File: config.mk
export PLATFORM = sky130hd
export DESIGN_NAME = alu_writeback
export DESIGN_NICKNAME = d
export VERILOG_FILES = /design/src/rtl/alu_pkg.sv /design/src/rtl/wb_regfile.sv /design/src/rtl/alu_writeback.sv
export SDC_FILE = /design/constraint.sdc
export NUM_CORES = 1
export LEC_CHECK = 0
export ABC_AREA = 0
export CAP_MARGIN = 20
export CELL_PAD_IN_SITES_DETAIL_PLACEMENT = 0
export CELL_PAD_IN_SITES_GLOBAL_PLACEMENT = 1
export CORE_MARGIN = 4
export CORE_UTILIZATION = 47
export DETAILED_ROUTE_END_ITERATION = 6
export PLACE_DENSITY = 0.86
export SETUP_SLACK_MARGIN = 0.02
export SYNTH_ARGS = -nofsm -noshare
export SYNTH_HDL_FRONTEND = slang
export SYNTH_HIERARCHICAL = 1
export SYNTH_SLANG_ARGS = --single-unit
File: constraint.sdc
create_clock -name clk -period 4.3 [get_ports clk]
set_input_delay 0.43 -clock clk [delete_from_list [all_inputs] [get_ports clk]]
set_output_delay 0.43 -clock clk [all_outputs]
set_load 0.005 [all_outputs]
File: src/rtl/alu_pkg.sv
// -----------------------------------------------------------------------------
// alu_pkg
// Shared definitions for the add/sub writeback stage:
//   - default datapath widths (data width, register count, address width)
//   - add/sub opcode values presented on the unit's ctrl input
//   - writeback FSM state encoding
//   - opcode classification helper (add / sub / not-a-result)
// -----------------------------------------------------------------------------
package alu_pkg;

  localparam int DEF_DATA_W = 8;
  localparam int DEF_NREGS  = 8;
  localparam int DEF_ADDR_W = 3;

  // Opcodes that produce a result worth committing.
  localparam logic [3:0] OP_ADD_A = 4'd2;
  localparam logic [3:0] OP_SUB_A = 4'd3;
  localparam logic [3:0] OP_ADD_B = 4'd5;
  localparam logic [3:0] OP_SUB_B = 4'd6;
  localparam logic [3:0] OP_ADD_C = 4'd7;
  localparam logic [3:0] OP_SUB_C = 4'd9;

  // Writeback FSM encoding.
  localparam logic [1:0] ST_IDLE  = 2'd0;
  localparam logic [1:0] ST_WRITE = 2'd1;
  localparam logic [1:0] ST_HOLD  = 2'd2;

  typedef enum logic [1:0] {
    OPC_NONE = 2'd0,
    OPC_ADD  = 2'd1,
    OPC_SUB  = 2'd2
  } op_class_e;

  // Map a raw opcode onto the class that decides how carry-out becomes flag_c.
  function automatic op_class_e op_class(input logic [3:0] op);
    op_class_e cls;
    cls = OPC_NONE;
    case (op)
      OP_ADD_A, OP_ADD_B, OP_ADD_C: cls = OPC_ADD;
      OP_SUB_A, OP_SUB_B, OP_SUB_C: cls = OPC_SUB;
      default:                      cls = OPC_NONE;
    endcase
    return cls;
  endfunction

endpackage

File: src/rtl/wb_regfile.sv
// -----------------------------------------------------------------------------
// wb_regfile
// NREGS x DATA_W register file with one synchronous write port and two
// asynchronous read ports. Entry 0 is hardwired to zero: writes to it are
// discarded and it always reads back 0.
//
// Ports:
//   clk        in   clock, writes on rising edge
//   rst_n      in   synchronous active-low reset, clears every entry
//   i_we       in   write enable
//   i_waddr    in   write address
//   i_wdata    in   write data
//   i_raddr_a  in   read port A address
//   i_raddr_b  in   read port B address
//   o_rdata_a  out  entry[i_raddr_a], combinational, no write bypass
//   o_rdata_b  out  entry[i_raddr_b], combinational, no write bypass
// -----------------------------------------------------------------------------
module wb_regfile
  import alu_pkg::*;
#(
  parameter int DATA_W = DEF_DATA_W,
  parameter int NREGS  = DEF_NREGS,
  parameter int ADDR_W = DEF_ADDR_W
) (
  input  logic              clk,
  input  logic              rst_n,
  input  logic              i_we,
  input  logic [ADDR_W-1:0] i_waddr,
  input  logic [DATA_W-1:0] i_wdata,
  input  logic [ADDR_W-1:0] i_raddr_a,
  input  logic [ADDR_W-1:0] i_raddr_b,
  output logic [DATA_W-1:0] o_rdata_a,
  output logic [DATA_W-1:0] o_rdata_b
);

  // Flattened view of all entries for the read muxes; slot 0 is a constant.
  logic [DATA_W-1:0] w_entries [NREGS];

  assign w_entries[0] = '0;

  genvar gi;
  generate
    for (gi = 1; gi < NREGS; gi++) begin : g_entry
      logic [DATA_W-1:0] r_entry;

      always_ff @(posedge clk) begin
        if (!rst_n) begin
          r_entry <= '0;
        end else if (i_we && (i_waddr == ADDR_W'(gi))) begin
          r_entry <= i_wdata;
        end
      end

      assign w_entries[gi] = r_entry;
    end
  endgenerate

  assign o_rdata_a = w_entries[i_raddr_a];
  assign o_rdata_b = w_entries[i_raddr_b];

endmodule

File: src/rtl/alu_writeback.sv
// -----------------------------------------------------------------------------
// alu_writeback
// Writeback stage behind the 8-bit add/sub unit. On a rising edge of the
// unit's valid level (seen while idle) it captures result, carry-out, opcode
// class and destination; one cycle later it commits the result to the
// register file, updates the C/Z/N flags, pulses wb_done and bumps wb_count.
// A long valid level produces a single write: the FSM parks in HOLD until
// the level drops. Two asynchronous read ports feed the unit's operands.
//
// Ports:
//   clk        in   clock, all state on rising edge
//   rst_n      in   synchronous active-low reset
//   res_valid  in   result-valid level from add/sub
//   res_data   in   result value
//   res_cout   in   carry-out of the add/sub
//   res_op     in   opcode presented to add/sub
//   wr_addr    in   destination register, sampled at capture
//   rd_addr_a  in   read port A address
//   rd_addr_b  in   read port B address
//   rd_data_a  out  regfile[rd_addr_a], combinational
//   rd_data_b  out  regfile[rd_addr_b], combinational
//   flag_c     out  carry (add) / borrow (sub)
//   flag_z     out  result was zero
//   flag_n     out  result MSB
//   wb_done    out  one-cycle pulse per committed write
//   wb_count   out  committed writebacks, wraps at 256
// -----------------------------------------------------------------------------
module alu_writeback
  import alu_pkg::*;
#(
  parameter int DATA_W = DEF_DATA_W,
  parameter int NREGS  = DEF_NREGS,
  parameter int ADDR_W = DEF_ADDR_W
) (
  input  logic              clk,
  input  logic              rst_n,
  input  logic              res_valid,
  input  logic [DATA_W-1:0] res_data,
  input  logic              res_cout,
  input  logic [3:0]        res_op,
  input  logic [ADDR_W-1:0] wr_addr,
  input  logic [ADDR_W-1:0] rd_addr_a,
  input  logic [ADDR_W-1:0] rd_addr_b,
  output logic [DATA_W-1:0] rd_data_a,
  output logic [DATA_W-1:0] rd_data_b,
  output logic              flag_c,
  output logic              flag_z,
  output logic              flag_n,
  output logic              wb_done,
  output logic [7:0]        wb_count
);

  logic [1:0]        r_state;
  logic [1:0]        w_state_next;
  logic              r_valid_q;
  logic [DATA_W-1:0] r_data_cap;
  logic              r_cout_cap;
  op_class_e         r_class_cap;
  logic [ADDR_W-1:0] r_addr_cap;
  logic              r_flag_c;
  logic              r_flag_z;
  logic              r_flag_n;
  logic              r_wb_done;
  logic [7:0]        r_wb_count;

  op_class_e         w_class;
  logic              w_capture;
  logic              w_commit;
  logic              w_flag_c_new;

  assign w_class   = op_class(res_op);

  // r_valid_q resets high, so a level already high at reset release is not
  // mistaken for a fresh rising edge.
  assign w_capture = (r_state == ST_IDLE) && res_valid && !r_valid_q;
  assign w_commit  = (r_state == ST_WRITE);

  // The add/sub unit reports carry-out; for subtraction no carry means borrow.
  assign w_flag_c_new = (r_class_cap == OPC_SUB) ? ~r_cout_cap : r_cout_cap;

  always_comb begin
    w_state_next = r_state;
    unique case (r_state)
      ST_IDLE: begin
        if (w_capture) begin
          w_state_next = (w_class != OPC_NONE) ? ST_WRITE : ST_HOLD;
        end
      end
      ST_WRITE: w_state_next = ST_HOLD;
      ST_HOLD: begin
        if (!res_valid) begin
          w_state_next = ST_IDLE;
        end
      end
      default: w_state_next = ST_IDLE;
    endcase
  end

  always_ff @(posedge clk) begin
    if (!rst_n) begin
      r_state     <= ST_IDLE;
      r_valid_q   <= 1'b1;
      r_data_cap  <= '0;
      r_cout_cap  <= 1'b0;
      r_class_cap <= OPC_NONE;
      r_addr_cap  <= '0;
      r_flag_c    <= 1'b0;
      r_flag_z    <= 1'b0;
      r_flag_n    <= 1'b0;
      r_wb_done   <= 1'b0;
      r_wb_count  <= '0;
    end else begin
      r_state   <= w_state_next;
      r_valid_q <= res_valid;
      r_wb_done <= w_commit;

      // Inputs are sampled only here; later changes are ignored.
      if (w_capture && (w_class != OPC_NONE)) begin
        r_data_cap  <= res_data;
        r_cout_cap  <= res_cout;
        r_class_cap <= w_class;
        r_addr_cap  <= wr_addr;
      end

      if (w_commit) begin
        r_flag_c   <= w_flag_c_new;
        r_flag_z   <= (r_data_cap == '0);
        r_flag_n   <= r_data_cap[DATA_W-1];
        r_wb_count <= r_wb_count + 8'd1;
      end
    end
  end

  // Writes to entry 0 are dropped inside the regfile; flags and count above
  // still update for them.
  wb_regfile #(
    .DATA_W (DATA_W),
    .NREGS  (NREGS),
    .ADDR_W (ADDR_W)
  ) u_regfile (
    .clk       (clk),
    .rst_n     (rst_n),
    .i_we      (w_commit),
    .i_waddr   (r_addr_cap),
    .i_wdata   (r_data_cap),
    .i_raddr_a (rd_addr_a),
    .i_raddr_b (rd_addr_b),
    .o_rdata_a (rd_data_a),
    .o_rdata_b (rd_data_b)
  );

  assign flag_c   = r_flag_c;
  assign flag_z   = r_flag_z;
  assign flag_n   = r_flag_n;
  assign wb_done  = r_wb_done;
  assign wb_count = r_wb_count;

endmodule

==> results of run 1 <==
[critical path, cell delays in order]
cell,delay (ps)
clkdlybuf4s50_1,780
nor2b_1,590
a221oi_1,190
a221oi_1,330
clkdlybuf4s50_1,600
[final cells by class]
type	count	area [um2]
Multi-Input combinational cell	340	2474
Timing Repair Buffer	56	545.5
Clock buffer	11	151.4
Clock inverter	5	81.33
Tap cell	111	138.9
Fill cell	858	4093
Inverter	3	11.26
Sequential cell	85	1702
[placed cells by master, fill, tap and decap left out, drive strengths merged, types with 2 or more instances in the layout]
master / count
and2: 3
buf: 5
a21boi: 32
mux2: 16
and4b: 3
and4bb: 3
or3: 4
clkdlybuf4s50: 51
a21oi: 8
a211oi: 3
nor4: 3
o21ai: 4
inv: 4
xnor2: 3
nand2: 92
nor2: 7
nor2b: 31
nand2b: 2
nand4: 2
mux2i: 70
dfxtp: 85
a221oi: 32
bufinv: 2
clkbuf: 11
nand4b: 4
nand3: 2
[how the worst max path moves through the flow]
stage,end,cells past startpoint
global placement,rd_data_a[7],5
detailed placement,rd_data_a[7],5
global route,rd_data_a[7],5
CTS,rd_data_a[7],5
finish,rd_data_a[7],5
floorplan,rd_data_b[6],4
[layer usage]
metal | vias up | share of wire
li1 | 1732 | -
met1 | 1672 | 0.45
met2 | 111 | 0.47
met3 | 20 | 0.062
met4 | 0 | 0.021
met5 | - | 0
[flip-flops by register name, indices dropped and copies added (netlist names)]
name	count
r_data_cap	8
r_valid_q	1
flag_z	1
wb_count	8
r_cout_cap	1
flag_c	1
r_addr_cap	3
r_class_cap	2
wb_done	1
r_state	2
flag_n	1
u_regfile/g_entry.r_entry	56
[power by group through the flow]
stage	logic (mW)	clock network (mW)	registers (mW)
CTS	0.139	0.665	0.799
global placement	0.137	0	0.818
floorplan	0.0859	0	0.815
detailed placement	0.139	0	0.818
global route	0.150	0.692	0.801
finish	0.139	0.651	0.800
[stage by stage]
stage               area [um2]  instances  utilization  total power [mW]
finish                    5104        611       0.5550             1.589
global route              5104        611       0.5550             1.643
CTS                       5096        610       0.5542             1.603
detailed placement        4863        594       0.5288            0.9568
global placement          4863        594       0.5288            0.9546
floorplan                 4439        467            -            0.9007
[kinds of logic after synthesis]
logic type      synth area share
compound gates            0.1502
flops                     0.3833
simple gates              0.1970
xor+xnor                0.007893
buf+inv                  0.05947
fa+ha+maj               0.002818
mux                       0.1993
==> flow_summary.toml, run 1 <==
[cts]
cts.clk_slew.worst_paths_ps = 80
cts.repair.resized = 0
cts_made_buffers = 9
clockBufferDepth = 2
cts.sinks = 85
root_buffer = "clkbuf_8"
cts_max_level = 3
post_cts_buffers = 0
holdBufCountCts = 0
clk_latency_ps = 360
cts_tree = "built"

[sta]
fin_crit_sh = 0.7790
final.setup.tns_ps = 0
fmax_ghz = 0.2985
finClkSkew_ps = 7.871
fin_crit_ps = 3350
slew_violations = 0
grt_setup_unrepaired = "false"
setup_ws_ps = 950.4
worst_pin_slew_ps = 745.5
setup_viol = 0
fin_hold_ws_ps = 475.4
hold_viol = 0
slew_headroom = 0.5020

[pwr]
pwr-share-comb = 0.087
switchingPower_mw = 0.3635
clockPowerShare = 0.409
swShare = 0.2287
powerDensity_nw_per_um2 = 311.4
pwr-share-seq = 0.503
vdd_drop_max_v = 0.0001734
p_leak_nw = 1.737
intPower_mw = 1.226

[logic_synthesis]
synth.area.top_cells = "dfxtp_1 (38%), mux2i_1 (16%), nand2_1 (7.8%)"
netlist_area_um2 = 4439
synth_area_per_cell_um2 = 9.506
synth-seq-cells = 85
synth_edf_count = 0
yosysWarnings = 6
syn_nets = 493
synth_common_cells = "nand2_1 (92), dfxtp_1 (85), mux2i_1 (70)"
synth_top_cell_by_area = "dfxtp_1"
ys_types = 52
ys.flop_type = "dfxtp_1"
postSynth.asyncResetShare = 0
synth.most_common_cell = "nand2_1"
ys_seq_area_frac = 0.3833
synth_top_area_frac = 0.3833
syn_inst = 467

[worst_setup_path]
reg2reg_to = "u_regfile/g_entry[4].r_entry[1]"
critPathLaunchType = "input pin"
required_ps = 3870
path_max_fanout = 11
ff2ff_path_depth = 5
worst_setup_path_end_kind = "output pin"
timing.reg2reg.setup_slack_ps = 1880
arrival_ps = 2920
path_class = "in2out"
worstReg2RegStart = "r_state[0]"
critPathLaunch = "rd_addr_a[0]"

[drt]
wl_mm = 11.17
vias = 3535
drc = 0
drtAntennaViolNets = 0
first_iter_violations = 191
routedWlPerCell_um = 18.27
via_per_inst = 5.786
drtPass1Iterations = 4

[global_routing]
grt_max_degree = 87
top_usage_layer = "met2"
overflow = 0
grt_use_met1 = 0.2800
grtUsageMet3 = 0.03335
grt_pass1_vias = 3503
antenna_found_initial = 0
grt_use_met2 = 0.3306
grt_pass1_wl_mm = 18.49
grt_usage = 0.2089

[place]
pre_cts_ws_ps = 971.1
port_buffers = 52
post-dp-hpwl_mm = 7.579
place_congestion = 0.9249

[min_path]
min_from = "r_class_cap[1]"
hp-class = "reg2reg"
hold_end = "r_class_cap[1]"
holdPathStages = 2

[floorplanning]
initial_core_util = 0.4827
die_y_um = 105.2
row_count = 35
die_area_um2 = 11060
core_um2 = 9196
die_w_um = 105.2
io_pins = 53

[outcome]
status = "finished, final reports clean"

[final_layout]
drive_gt1_frac = 0.09200
area_delta_synth_final_pct = 14.97
layout.nets = 521
antenna_cells = 0

[job]
cap_violations = 0
No activity file was read; power rests on OpenSTA's default activity.
==> run 2, diff against run 1 <==
--- a/config.mk
+++ b/config.mk
@@ -10,9 +10,9 @@
 export CELL_PAD_IN_SITES_DETAIL_PLACEMENT = 0
 export CELL_PAD_IN_SITES_GLOBAL_PLACEMENT = 1
 export CORE_MARGIN = 4
-export CORE_UTILIZATION = 47
+export CORE_UTILIZATION = 43
 export DETAILED_ROUTE_END_ITERATION = 6
-export PLACE_DENSITY = 0.86
+export PLACE_DENSITY = 0.8
 export SETUP_SLACK_MARGIN = 0.02
 export SYNTH_ARGS = -nofsm -noshare
 export SYNTH_HDL_FRONTEND = slang
==> constraint.sdc (replaced) <==
create_clock -name clk -period 3.35 [get_ports clk]
set_input_delay 0.335 -clock clk [delete_from_list [all_inputs] [get_ports clk]]
set_output_delay 0.335 -clock clk [all_outputs]
set_load 0.005 [all_outputs]
==> run 2 against run 1 <==
Effect of this change:
- first-iteration DRC count down 6.8%
- hold slack worse by 16 ps
- design area is 2.0% higher
- total power is 27% higher
- clock power increased by 22%
- global-route usage shrank 0.46 points
- die area rose by 8.6%
- sequential cell count is the same
- sequential share of layout area is 0.64 points lower
- utilization is 3.0 points lower
- sequential power rose by 29%
==> flow_summary.toml, run 2 (synthesis gave the netlist of run 1 again) <==
[global_routing]
grt_pass1_wl_mm = 18.77
grt_usage = 0.2044
overflow = 0
grt_max_degree = 49
grt_pass1_vias = 3504
antenna_found_initial = 0

[drt]
drc = 0
vias = 3587
wl_mm = 11.77
routedWlPerCell_um = 18.31
first_iter_violations = 178
via_per_inst = 5.579
drtPass1Iterations = 4
drtAntennaViolNets = 0

[final_layout]
final_util = 0.5251
layout_commonest_cell = "nand2_1"
fin_cells = 643
largest_reg_flops = 56
drive_gt1_frac = 0.1039
antenna_cells = 0
n_fill_cell = 932
layout.nets = 531
area_delta_synth_final_pct = 17.22
largest-register = "u_regfile/g_entry.r_entry"
mostFrequentLayoutCells = "nand2_1 (92), dfxtp_1 (85), mux2i_1 (70)"

[cts]
cts_max_level = 3
holdBufCountCts = 0
cts.repair.resized = 0
cts_made_buffers = 9
cts.clk_slew.worst_paths_ps = 80
clk_latency_ps = 350
cts_tree = "built"
root_buffer = "clkbuf_8"
post_cts_buffers = 0
cts.sinks = 85
clockBufferDepth = 2

[sta]
fin_crit_ps = 2811
slew_headroom = 0.5013
fin_crit_sh = 0.8392
fmax_ghz = 0.3557
slew_violations = 0
worst_pin_slew_ps = 748.1
grt_setup_unrepaired = "false"
hold_viol = 0
finClkSkew_ps = 6.619
setup_viol = 0
final.setup.tns_ps = 0

[floorplanning]
die_y_um = 109.6
die_w_um = 109.6
die_area_um2 = 12010
io_pins = 53
row_count = 36
initial_core_util = 0.4480
core_um2 = 9910

[place]
post-dp-hpwl_mm = 8.207
place_congestion = 0.8863
port_buffers = 52
dp_cells = 627

[pwr]
vdd_drop_max_v = 0.0002177
total_power_mw = 2.015
p_leak_nw = 1.783
powerDensity_nw_per_um2 = 387.2

[job]
cap_violations = 0

[min_path]
hp-class = "reg2reg"

[worst_setup_path]
critPathMaxStageDelay_ps = 760
path_max_fanout = 18
crit_chain = "clkdlybuf4s50_1 > buf_12 > mux2i_1 > a221oi_1 > clkdlybuf4s50_1"
path_class = "in2out"
required_ps = 3010
crit_slowest_cell = "clkdlybuf4s50_1"
crit_family = "buffers and inverters"
worst_path_most_repeated_cell = "clkdlybuf4s50_1"
crit_buf_inv = 3
critPathLaunchType = "input pin"
arrival_ps = 2480
worst_setup_path_end_kind = "output pin"

[outcome]
status = "finished, final reports clean"
run 2: cell types whose count changed in the layout (fill, tap and decap cells not counted), sizes merged:
cell and delta:
buf +10, clkbuf +2, clkinvlp -1, inv -1
run 2: stage by stage:
step	cell area, um2	setup slack (ps)	hold WS, ps
finish	5204	538.6	459.7
global placement	4986	613.5	450.4
global route	5204	447.0	487.1
CTS	5204	580.8	462.8
floorplan	4439	1724	434.3
detailed placement	4986	584.6	451.7
run 2: worst paths after layout:
| kind | start | endpoint | slack (ps) | cells after the start |
|---|---|---|---|---|
| setup / recovery | rd_addr_b[0] | rd_data_b[1] | 540 | 5 |
| hold / removal | r_class_cap[1] | r_class_cap[1] | 460 | 2 |
| setup reg to reg | r_state[0] | u_regfile/g_entry[4].r_entry[0] | 1250 | 5 |
| hold reg to reg | r_class_cap[1] | r_class_cap[1] | 460 | 2 |
run 2: layout make-up:
class / count / area, um2 / area share
inverters: 3 / 11.26 / 0.002164
repair buffers: 66 / 633.1 / 0.1217
well taps: 133 / 166.4 / 0.03198
multi-input cells: 340 / 2474 / 0.4754
flip-flops and latches: 85 / 1702 / 0.3270
clock inverters: 3 / 68.82 / 0.01322
clock buffers: 13 / 148.9 / 0.02861
run 2: report_power, final:
part | leakage [nW] | total [mW] | switching [mW] | internal, mW
logic | 0.990 | 0.192 | 0.0871 | 0.105
clock network | 0.108 | 0.796 | 0.353 | 0.443
registers | 0.685 | 1.03 | 0.0113 | 1.02
run 2: worst register-to-register path: cells and delay by family, from the launching register on:
kind,cells,cell delay (ps)
and+or+nand+nor,3,1000
DFF,1,510
muxes,1,260
buffers and inverters,1,250
run 2: routing by layer:
metal | GRT usage | share of wire
met1 | 0.2653 | 0.44
met2 | 0.3348 | 0.49
met3 | 0.05637 | 0.063
met4 | 0.05432 | 0.010
met5 | 0 | 0
==> run 3, diff against run 2 <==
==> constraint.sdc (replaced) <==
create_clock -name clk -period 2.7 [get_ports clk]
set_input_delay 0.27 -clock clk [delete_from_list [all_inputs] [get_ports clk]]
set_output_delay 0.27 -clock clk [all_outputs]
set_load 0.005 [all_outputs]
==> run 3 against run 2 <==
Effect of this change:
- via count grew 1.1%
- largest power group unchanged
- sequential share of layout area is essentially flat
- highest routed layer unchanged
- critical path depth is the same
- die area is the same
- hold slack lost 270 ps
==> flow_summary.toml, run 3 (synthesis gave the netlist of run 1 again) <==
[cts]
cts_max_level = 3
cts.clk_slew.worst_paths_ps = 90
cts.repair.resized = 0
cts.sinks = 85
root_buffer = "clkbuf_8"
clockBufferDepth = 2
post_cts_buffers = 0
clk_latency_ps = 360
cts_made_buffers = 9
holdBufCountCts = 0
cts_tree = "built"

[final_layout]
largest-register = "u_regfile/g_entry.r_entry"
layout_commonest_cell = "nand2_1"
antenna_cells = 0
area_delta_synth_final_pct = 17.16
largest_reg_flops = 56
drive_gt1_frac = 0.1098
layout.nets = 532
mostFrequentLayoutCells = "nand2_1 (92), dfxtp_1 (85), mux2i_1 (70)"

[drt]
routedWlPerCell_um = 17.93
wl_met3_um = 834
drt-met1-wl_mm = 5.160
routed.top_layer = "met4"
drtPass1Iterations = 5
via_per_inst = 5.641
wl_mm = 11.53
drtAntennaViolNets = 0
vias = 3627
drc = 0
first_iter_violations = 194
met2_length_mm = 5.230

[outcome]
status = "finished, final reports clean"

[sta]
hold_viol = 0
fmax_ghz = 0.4120
final.setup.tns_ps = 0
fin_crit_sh = 0.8990
slew_headroom = 0.5417
grt_setup_unrepaired = "false"
fin_crit_ps = 2427
setup_viol = 0
slew_violations = 0
worst_pin_slew_ps = 687.5
finClkSkew_ps = 7.832

[global_routing]
antenna_found_initial = 0
overflow = 0
grt_pass1_wl_mm = 18.35
grt_max_degree = 77
grt_pass1_vias = 3544
grt_usage = 0.2007

[floorplanning]
initial_core_util = 0.4480
die_w_um = 109.6
row_count = 36
io_pins = 53
die_area_um2 = 12010
core_um2 = 9910
die_y_um = 109.6

[worst_setup_path]
critPathLaunchType = "input pin"
path_max_fanout = 10
arrival_ps = 2160
required_ps = 2430
worst_setup_path_end_kind = "output pin"
path_class = "in2out"

[pwr]
powerDensity_nw_per_um2 = 468.0
vdd_drop_max_v = 0.0002795
p_leak_nw = 1.788
total_power_mw = 2.434

[place]
port_buffers = 52
post-dp-hpwl_mm = 8.066
place_congestion = 0.9092

[job]
cap_violations = 0

[min_path]
hp-class = "in2reg"
## run 3: changes by cell type in the layout (fill, tap and decap cells not counted), sizes merged
cell and change:
clkinv +1, bufinv -1, buf +1, clkbuf -3
inv +2
## run 3: per-layer routing
layer  vias up  global-route usage
li1       1746                   -
met1      1720              0.2649
met2       138              0.3200
met3        23             0.05226
met4         0             0.06500
met5         -                   0
## run 3: through the flow
| step | hold slack [ps] | setup slack (ps) | utilization | area, um2 | cells |
|---|---|---|---|---|---|
| floorplan | 371.5 | 1074 | - | 4439 | 467 |
| global placement | 451.2 | 273.6 | 0.5052 | 5006 | 628 |
| detailed placement | 461.4 | 281.6 | 0.5052 | 5006 | 628 |
| CTS | 170.5 | 263.8 | 0.5249 | 5201 | 643 |
| global route | 177.2 | 183.7 | 0.5249 | 5201 | 643 |
| finish | 185.3 | 272.7 | 0.5249 | 5201 | 643 |
## run 3: layout make-up
class | instances | area (um2)
clock inverter | 5 | 57.56
multi-input combinational | 340 | 2474
sequential | 85 | 1702
tap | 133 | 166.4
timing repair buffer | 67 | 653.1
clock buffer | 10 | 137.6
inverter | 3 | 11.26
fill | 929 | 4708
## run 3: worst paths after layout
| check | start | to | slack (ps) | depth (start not counted) |
|---|---|---|---|---|
| setup / recovery | rd_addr_b[2] | rd_data_b[1] | 270 | 5 |
| hold / removal | rst_n | r_valid_q | 190 | 2 |
| setup reg to reg | r_state[0] | u_regfile/g_entry[4].r_entry[0] | 480 | 4 |
| hold reg to reg | r_class_cap[1] | r_class_cap[1] | 480 | 2 |
## run 3: critical path, cell delays in order
cell	delay, ps
clkdlybuf4s50_1	420
buf_4	190
and2_1	280
a221oi_1	420
clkdlybuf4s50_1	580
## run 3: power by group
part	switching [mW]	total, mW	internal (mW)
clock	0.470	0.921	0.451
sequential	0.0134	1.27	1.26
combinational	0.107	0.240	0.133
total	0.590	2.43	1.84
